<file path="config.mk">
export PLATFORM = sky130hd
export DESIGN_NAME = pipelined_segmented_adder
export DESIGN_NICKNAME = d
export VERILOG_FILES = /design/src/rtl/pipelined_segmented_adder.sv
export SDC_FILE = /design/constraint.sdc
export NUM_CORES = 1
export LEC_CHECK = 0
export BUFFER_PORTS_ARGS = -buffer_cell sky130_fd_sc_hd__buf_4
export CORE_MARGIN = 2
export CORE_UTILIZATION = 58
export CTS_CLUSTER_SIZE = 16
export DETAILED_ROUTE_END_ITERATION = 8
export PLACE_DENSITY = 0.8
export SETUP_SLACK_MARGIN = 0.4
export SLEW_MARGIN = 20
export SYNTH_ARGS = -nofsm -noshare
export SYNTH_HDL_FRONTEND = slang
export SYNTH_SLANG_ARGS = --single-unit
</file>
<file path="constraint.sdc">
create_clock -name clk_i -period 4.2 [get_ports clk_i]
set_clock_uncertainty 0.2 [all_clocks]
set_input_delay 0.42 -clock clk_i [delete_from_list [all_inputs] [get_ports clk_i]]
set_output_delay 0.42 -clock clk_i [all_outputs]
set_load 0.02 [all_outputs]
</file>
<file path="src/rtl/pipelined_segmented_adder.sv">
// ---------------------------------------------------------------------------
// pipelined_segmented_adder
//
// Pipelined, segmented ripple-carry adder/subtractor. The WIDTH-bit operands
// are cut into NSEG = WIDTH/SEG_WIDTH segments; segment k is added in stage k
// and its carry is registered into stage k+1. Not-yet-added upper segments of
// A and B' ride along in input-skew registers, finished lower segments ride
// along in output-deskew registers, so every bit of one result leaves the
// last stage on the same clock.
//
// Effective operation:  B' = sub_i ? ~b_i : b_i,  c0 = sub_i ? 1 : cin_i,
//                       result = A + B' + c0 (mod 2^WIDTH).
// Latency is NSEG cycles from the accepting edge; throughput is one per clock.
//
// Ports
//   clk_i        clock, all state updates on the rising edge
//   rst_i        synchronous active-high reset, flushes every stage
//   in_valid_i   operands/mode/carry-in valid
//   in_ready_o   block accepts a transaction this cycle
//   a_i, b_i     WIDTH-bit operands
//   cin_i        carry-in (add mode only)
//   sub_i        0: A+B+cin_i   1: A-B
//   out_valid_o  result valid
//   out_ready_i  downstream accepts the result
//   s_o          WIDTH-bit sum/difference
//   cout_o       carry out of the MSB (sub mode: 1 = no borrow, A >= B)
//   ovf_o        two's-complement signed overflow
//
// Handshake: a transfer happens on a rising edge where valid and ready are
// both 1. The source holds its payload steady while valid=1 and ready=0;
// the sink may not rely on payload while valid=0. in_ready_o depends
// combinationally only on out_ready_i (and rst_i); out_valid_o and all
// result bits come straight from flops.
//
// WIDTH must be a multiple of SEG_WIDTH and SEG_WIDTH must be >= 1.
// ---------------------------------------------------------------------------
module pipelined_segmented_adder #(
  parameter int WIDTH     = 64,
  parameter int SEG_WIDTH = 16
) (
  input  logic             clk_i,
  input  logic             rst_i,
  input  logic             in_valid_i,
  output logic             in_ready_o,
  input  logic [WIDTH-1:0] a_i,
  input  logic [WIDTH-1:0] b_i,
  input  logic             cin_i,
  input  logic             sub_i,
  output logic             out_valid_o,
  input  logic             out_ready_i,
  output logic [WIDTH-1:0] s_o,
  output logic             cout_o,
  output logic             ovf_o
);

  localparam int SW   = SEG_WIDTH;
  localparam int NSEG = WIDTH / SEG_WIDTH;

  // Whole-pipeline enable: everything advances together, or everything
  // (bubbles included) holds while a finished result waits for its sink.
  logic en;

  assign en = ~out_valid_o | out_ready_i;

  // Ready is forced high during reset: the pipeline is being emptied, and
  // anything offered in that window is discarded with the flush.
  assign in_ready_o = en | rst_i;

  for (genvar k = 0; k < NSEG; k++) begin : stg
    // Bits of A/B' that have not been added yet when entering stage k.
    localparam int REM = WIDTH - k * SW;

    logic [REM-1:0]      a_in;
    logic [REM-1:0]      b_in;
    logic                c_in;
    logic                v_in;
    logic [SW:0]         seg_sum;
    logic [(k+1)*SW-1:0] s_d;

    logic                v_q;
    logic                c_q;
    logic [(k+1)*SW-1:0] s_q;

    if (k == 0) begin : g_src
      // Stage 0 sees the raw request; subtraction is A + ~B + 1, so the
      // caller's carry-in is overridden in sub mode.
      assign a_in = a_i;
      assign b_in = sub_i ? ~b_i : b_i;
      assign c_in = sub_i | cin_i;
      assign v_in = in_valid_i;
    end else begin : g_src
      assign a_in = stg[k-1].g_skew.a_q;
      assign b_in = stg[k-1].g_skew.b_q;
      assign c_in = stg[k-1].c_q;
      assign v_in = stg[k-1].v_q;
    end

    // The lowest remaining segment is the one this stage owns.
    assign seg_sum = {1'b0, a_in[SW-1:0]} + {1'b0, b_in[SW-1:0]} + {{SW{1'b0}}, c_in};

    if (k == 0) begin : g_deskew
      assign s_d = seg_sum[SW-1:0];
    end else begin : g_deskew
      assign s_d = {seg_sum[SW-1:0], stg[k-1].s_q};
    end

    always_ff @(posedge clk_i) begin
      if (rst_i) begin
        v_q <= 1'b0;
        c_q <= 1'b0;
        s_q <= '0;
      end else if (en) begin
        v_q <= v_in;
        c_q <= seg_sum[SW];
        s_q <= s_d;
      end
    end

    if (k < NSEG - 1) begin : g_skew
      // Upper segments still waiting for their stage.
      logic [REM-SW-1:0] a_q;
      logic [REM-SW-1:0] b_q;

      always_ff @(posedge clk_i) begin
        if (rst_i) begin
          a_q <= '0;
          b_q <= '0;
        end else if (en) begin
          a_q <= a_in[REM-1:SW];
          b_q <= b_in[REM-1:SW];
        end
      end
    end

    if (k == NSEG - 1) begin : g_last
      // Carry into the MSB is recovered from the MSB's own sum bit:
      // sum = a ^ b ^ cin  =>  cin = a ^ b ^ sum.
      logic c_msb;
      logic ovf_q;

      assign c_msb = a_in[SW-1] ^ b_in[SW-1] ^ seg_sum[SW-1];

      always_ff @(posedge clk_i) begin
        if (rst_i) begin
          ovf_q <= 1'b0;
        end else if (en) begin
          ovf_q <= c_msb ^ seg_sum[SW];
        end
      end
    end
  end

  assign out_valid_o = stg[NSEG-1].v_q;
  assign s_o         = stg[NSEG-1].s_q;
  assign cout_o      = stg[NSEG-1].c_q;
  assign ovf_o       = stg[NSEG-1].g_last.ovf_q;

endmodule

</file>
==> results of run 1 <==
tightest hold or removal path, cell delays in order:
cell      delay [ns]
buf_4           0.08
xnor2_1         0.10
a211oi_1        0.07
layer usage:
| layer | up-vias | GRT usage [%] |
|---|---|---|
| li1 | 6754 | - |
| met3 | 83 | 3.73 |
| met1 | 6228 | 32.4 |
| met2 | 339 | 42.5 |
| met5 | - | 0 |
| met4 | 0 | 8.96 |
worst max-delay path by stage:
stage	start	end	slack, ns	cells past startpoint
floorplan	sub_i	stg[0].s_q[14]	0.43	15
global placement	sub_i	stg[0].s_q[14]	0.77	13
detailed placement	sub_i	stg[0].s_q[14]	0.70	13
CTS	stg[0].c_q	stg[1].c_q	0.99	10
global route	stg[0].c_q	stg[1].c_q	0.85	10
finish	stg[0].c_q	stg[1].c_q	0.99	10
cell usage after synthesis (2+ instances only):
library cell | count | area share (%)
a21boi_0 | 2 | 0.098
a21oi_2 | 2 | 0.11
nor2_1 | 88 | 2.1
nor2b_1 | 5 | 0.20
ha_1 | 60 | 4.9
nand2_1 | 584 | 14
clkbuf_1 | 108 | 2.6
inv_1 | 15 | 0.37
or3_1 | 5 | 0.20
a211oi_1 | 66 | 3.2
and4_1 | 2 | 0.11
a211o_1 | 4 | 0.23
o211ai_1 | 3 | 0.15
o21ai_2 | 2 | 0.11
or2_2 | 3 | 0.12
nor3b_1 | 2 | 0.098
o22ai_1 | 2 | 0.081
o21ai_1 | 3 | 0.098
buf_2 | 2 | 0.065
xnor2_1 | 73 | 4.2
nand2b_1 | 9 | 0.37
buf_1 | 15 | 0.37
nand4_1 | 2 | 0.081
o21ai_0 | 49 | 1.6
nand3_1 | 5 | 0.16
a22o_1 | 2 | 0.11
a2111oi_2 | 2 | 0.20
nor4b_1 | 3 | 0.17
nand3b_1 | 3 | 0.15
a21oi_1 | 314 | 10
nand4b_1 | 3 | 0.17
nor3_1 | 9 | 0.29
o21a_1 | 6 | 0.29
o31ai_1 | 4 | 0.20
a21o_1 | 20 | 0.98
and2_1 | 3 | 0.12
xor2_1 | 34 | 1.9
a31oi_1 | 2 | 0.081
dfxtp_1 | 361 | 47
fa_1 | 8 | 1.0
layout make-up:
class / instances / share of cell area [%]
antenna: 1 / 0.0133
multi-input combinational: 1401 / 40.5
inverter: 15 / 0.298
clock buffer: 53 / 5.77
timing repair buffer: 282 / 12.4
sequential: 361 / 38.3
clock inverter: 9 / 0.524
tap: 335 / 2.22
registers in the layout, summed over array words and instances (netlist names):
name / count
s_o: 64
ovf_o: 1
stg.g_skew.a_q: 96
stg.s_q: 96
out_valid_o: 1
cout_o: 1
stg.c_q: 3
stg.g_skew.b_q: 96
stg.v_q: 3
layout by cell type (no fill, tap or decap), types with 20 or more instances in the layout:
| master | netlist | routed |
|---|---|---|
| a21o_1 | 20 | 20 |
| dlygate4sd3_1 | 0 | 69 |
| clkbuf_16 | 0 | 39 |
| o21ai_0 | 49 | 49 |
| ha_1 | 60 | 60 |
| a211oi_1 | 66 | 66 |
| nor2_1 | 88 | 87 |
| buf_4 | 0 | 209 |
| xnor2_1 | 73 | 73 |
| xor2_1 | 34 | 34 |
| a21oi_1 | 314 | 314 |
| dfxtp_1 | 361 | 361 |
| nand2_1 | 584 | 584 |
logic make-up after synthesis:
family / synth area share (%)
AND/OR/NAND/NOR: 18.8
AO/OA/AOI/OAI: 18.8
flip-flops: 47.0
buffers and inverters: 3.43
XOR/XNOR: 6.09
adder cells (fa/ha/maj): 5.92
power groups by stage:
stage                     Combinational, mW  Sequential, mW  Clock (mW)
after floorplan                       0.605            3.86           0
after global routing                   1.09            3.82        3.40
after detailed placement              0.913            3.86           0
after CTS                             0.976            3.79        3.25
final                                 0.984            3.79        3.20
after global placement                0.887            3.85           0
through the flow:
stage / worst slack [ns] / area (µm²) / power, mW / hold WS [ns]
global placement: 0.775 / 17000 / 4.74 / 0.235
finish: 0.992 / 18900 / 7.98 / 0.0165
CTS: 0.986 / 18900 / 8.02 / 0.000154
global route: 0.848 / 18900 / 8.31 / 0.0101
floorplan: 0.430 / 15400 / 4.46 / 0.225
detailed placement: 0.704 / 17000 / 4.78 / 0.243
==> qor.csv, run 1 <==
metric;value;unit
status;finished clean;
pin_count;202;
wl_per_cell;14.7;µm
synth_ff_type;dfxtp_1;
rows;59;
start_util;59.0;%
hold_path.class;in2reg;
combPwrFrac;12.3;%
min_from;b_i[53];
path_class;reg2reg;
grt_max_degree;247;
ir_drop;0.000348;V
finalSetupViolCount;0;
wl_met2;17.5;mm
grt_pass1_wl;59.4;mm
routed.top_layer;met4;
netlist_instances;1902;
synth.cell_area;15400;µm²
min_path_cells;3;
viasPerCell;5.46;
cts_inserted_buffers;37;
syn_nets;2104;
critPathMaxStageDelay;0.46;ns
fin_crit;3.21;ns
r2r-start;stg[0].c_q;
p_switching;1.93;mW
ys_seq_area_share;47.0;%
r2r_cells;10;
final_core_util;72.4;%
port_buffers;201;
cts_tree;built;
dr.pass1.iters;5;
cts.clk_slew.worst_paths;0.06;ns
cp_max_fo;3;
cp.required;4.35;ns
fin_tns_setup;0;ns
place.gp.congestion;0.857;
drv_slew;0;
cts_max_level;2;
fillCellCount;1942;
cp-end-kind;register;
postSynth.asyncResetShare;0;%
register_area;7230;µm²
final_nets;2300;
grt_pass1_vias;12700;
drt-total-wl;36.2;mm
worst_pin_slew;1.11;ns
synth_edf_count;0;
die_height;167;µm
holdBufCountCts;69;
grt_use_total;25.0;%
crit_arrival;3.36;ns
fin_cells;2457;
p_clk_share;40.1;%
ys_types;57;
ys_ff_latch;361;
crit_family;compound AO/OA/AOI/OAI gates;
route.detailed.drc;0;
multi_input_area;7650;µm²
yosysWarnings;0;
crit_buf_inv;0;
cpMostUsedCell;fa_1;
post-cts-setup-buffer-count;0;
p_per_area;423;nW/µm²
startpoint_type;register;
maxCapViolations;0;
cts_root_buf;clkbuf_16;
via_count;13400;
core;26100;µm²
cts_num_sinks;361;
wl_met3;1.72;mm
rsz0062_at_grt;no;
switching_share;24.2;%
clock_latency;0.51;ns
dieWidth;167;µm
areaGrowthSynthToFinish;22.7;%
dieArea;27800;µm²
antenna_found_initial;1;
crit_chain;fa_1 > fa_1 > a21oi_2 > o21bai_2 > a2111oi_4 > o21a_2 > o21ai_1 > a21o_1 > a2111oi_2 > nor3_1;
slowest_stage;fa_1;
layout-drive-gt1-share;13.4;%
p_int;6.05;mW
postRouteAntennaNets;0;
fin_crit_sh;76.4;%
hold_viol_final;0;
slew_headroom;26.2;%
max_freq;312;MHz
p_seq_share;47.6;%
hold-path-endpoint;stg[0].g_skew.b_q[37];
r2r_slack;0.99;ns
p_leak;7.88;nW
cts_resized;0;
drt-met1-wl;15.8;mm
placed_cells;2325;
hpwl;22.7;mm
grt_overflow;0;
drt_iter0_drc;1027;
clockBufferDepth;3;
syn_avg_cell_area;8.09;µm²
r2r_end;stg[1].c_q;
(Power assumes the default switching activity.)
==> inputs of run 2 (changes only) <==
Clock period 4.2 ns to 3.3 ns, I/O delays scaled along.
==> run 2 against run 1 <==
Sequential power rose by 27%. Highest routed layer unchanged. Via count rose by 1.9%. Largest power group unchanged. Combinational power rose by 35%. First-iteration DRC count rose by 11%. Utilization rose by 2.4 points. Largest cell class unchanged.
==> qor.csv, run 2 (same netlist as run 1, synthesis figures left out) <==
metric;value;unit;change
postRouteAntennaNets;0;;unchanged
cts_max_level;2;;unchanged
crit_arrival;3.10;ns;-0.26 ns
clockBufferDepth;3;;unchanged
clock_latency;0.51;ns;about the same
worst_pin_slew;1.03;ns;-0.0800 ns
drv_slew;0;;unchanged
path_class;reg2reg;;
fin_tns_setup;0;ns;unchanged
rows;59;;unchanged
pin_count;202;;unchanged
routed.top_layer;met4;;
wl_met3;1.79;mm;+3.8%
drt-met1-wl;16.4;mm;+3.8%
cts_inserted_buffers;38;;+2.7%
cp_max_fo;3;;unchanged
startpoint_type;register;;
drt_iter0_drc;1140;;+11%
grt_pass1_vias;13000;;+2.9%
wl_met2;19.5;mm;+12%
grt_pass1_wl;62.9;mm;+5.9%
finalSetupViolCount;0;;unchanged
via_count;13700;;+1.9%
grt_use_total;26.8;%;+1.8 points
dieWidth;167;µm;unchanged
hold_path.class;in2reg;;
hold_viol_final;0;;unchanged
areaGrowthSynthToFinish;26.7;%;
grt_overflow;0;;unchanged
cp-end-kind;register;;
cts.clk_slew.worst_paths;0.06;ns;about the same
layout-drive-gt1-share;14.5;%;+1.0 points
maxCapViolations;0;;unchanged
ir_drop;0.000619;V;+78%
fin_crit;2.91;ns;-0.298 ns
r2r_slack;0.39;ns;-0.60 ns
final_core_util;74.8;%;+2.4 points
hpwl;22.5;mm;-0.57%
cts_tree;built;;
viasPerCell;5.47;;+0.31%
p_per_area;544;nW/µm²;+29%
port_buffers;201;;unchanged
reg.largest.list;stg.g_skew.a_q x96, stg.g_skew.b_q x96, stg.s_q x96;;
die_height;167;µm;unchanged
status;finished clean;;
start_util;59.0;%;unchanged
route.detailed.drc;0;;unchanged
final_nets;2340;;+1.7%
rsz0062_at_grt;yes;;
cts_num_sinks;361;;unchanged
slew_headroom;31.5;%;+5.3 points
p_leak;8.11;nW;+3.0%
fin_crit_sh;88.2;%;+12 points
cp.required;3.49;ns;-0.86 ns
wl_per_cell;15.5;µm;+5.4%
drt-total-wl;38.8;mm;+7.2%
grt_max_degree;206;;-17%
layout_commonest_cell;nand2_1;;
diodes;0;;-1
dieArea;27800;µm²;unchanged
antenna_found_initial;0;;-1
place.gp.congestion;0.866;;+0.94%
dr.pass1.iters;5;;unchanged
cts_root_buf;clkbuf_16;;
core;26100;µm²;unchanged
final_cell_mix;nand2_1, dfxtp_1, a21oi_1;;
max_freq;344;MHz;+10%
==> run 2: power by group <==
group	leakage (nW)	switching, mW	internal, mW	total [mW]
Sequential	2.97	0.169	4.66	4.83
Clock	0.644	1.72	2.73	4.46
Combinational	4.50	0.686	0.640	1.33
==> run 2: path summary, 6_finish.rpt <==
| path | start | endpoint | cells after the start |
|---|---|---|---|
| worst min register to register | stg[0].g_skew.a_q[37] | stg[0].g_skew.a_q[37] | 2 |
| worst min-delay path | a_i[2] | stg[0].s_q[2] | 4 |
| worst max-delay path | stg[0].g_skew.b_q[0] | stg[1].c_q | 10 |
| worst max register to register | stg[0].g_skew.b_q[0] | stg[1].c_q | 10 |
==> run 2: worst max-delay path: stages, from the launching register on <==
cell and delay [ns]:
dfxtp_2 0.33, fa_2 0.42, fa_2 0.40, a21oi_4 0.17
o21bai_4 0.10, a2111oi_4 0.34, o21a_2 0.20, o21ai_1 0.06
a21o_1 0.20, a2111oi_2 0.29, nor3_1 0.08
==> run 2: layer usage <==
layer	global-route usage, %	vias to the layer above
li1	-	6843
met1	34.0	6409
met2	47.3	333
met3	3.83	79
met4	7.87	0
met5	0	-
==> run 2: timing repair <==
action,CTS,global route
buffers inserted,4,3
hold buffers,102,0
endpoints found under the hold margin,125,0
setup endpoints to repair,5,11
pin swaps,11,3
resized for setup,7,12
==> run 2: final cells by class <==
cell class / count / area (µm²)
multi-input cells: 1401 / 7740
flip-flops and latches: 361 / 7230
fillers: 1880 / 6560
repair buffers: 321 / 2750
clock buffers: 46 / 1050
well taps: 335 / 419
clock inverters: 18 / 253
inverters: 15 / 56.3
==> run 2: per-stage QoR <==
stage / std cells / hold slack, ns / worst slack, ns / area (µm²) / power [mW]
2_1_floorplan: 1902 / 0.225 / 0.166 / 15400 / 5.69
3_3_place_gp: 2324 / 0.235 / 0.203 / 17000 / 6.05
3_5_place_dp: 2324 / 0.243 / 0.0771 / 17000 / 6.09
4_1_cts: 2494 / 0.0909 / 0.400 / 19400 / 10.6
5_1_grt: 2497 / 0.141 / 0.281 / 19500 / 11.0
6_report: 2497 / 0.0982 / 0.390 / 19500 / 10.6
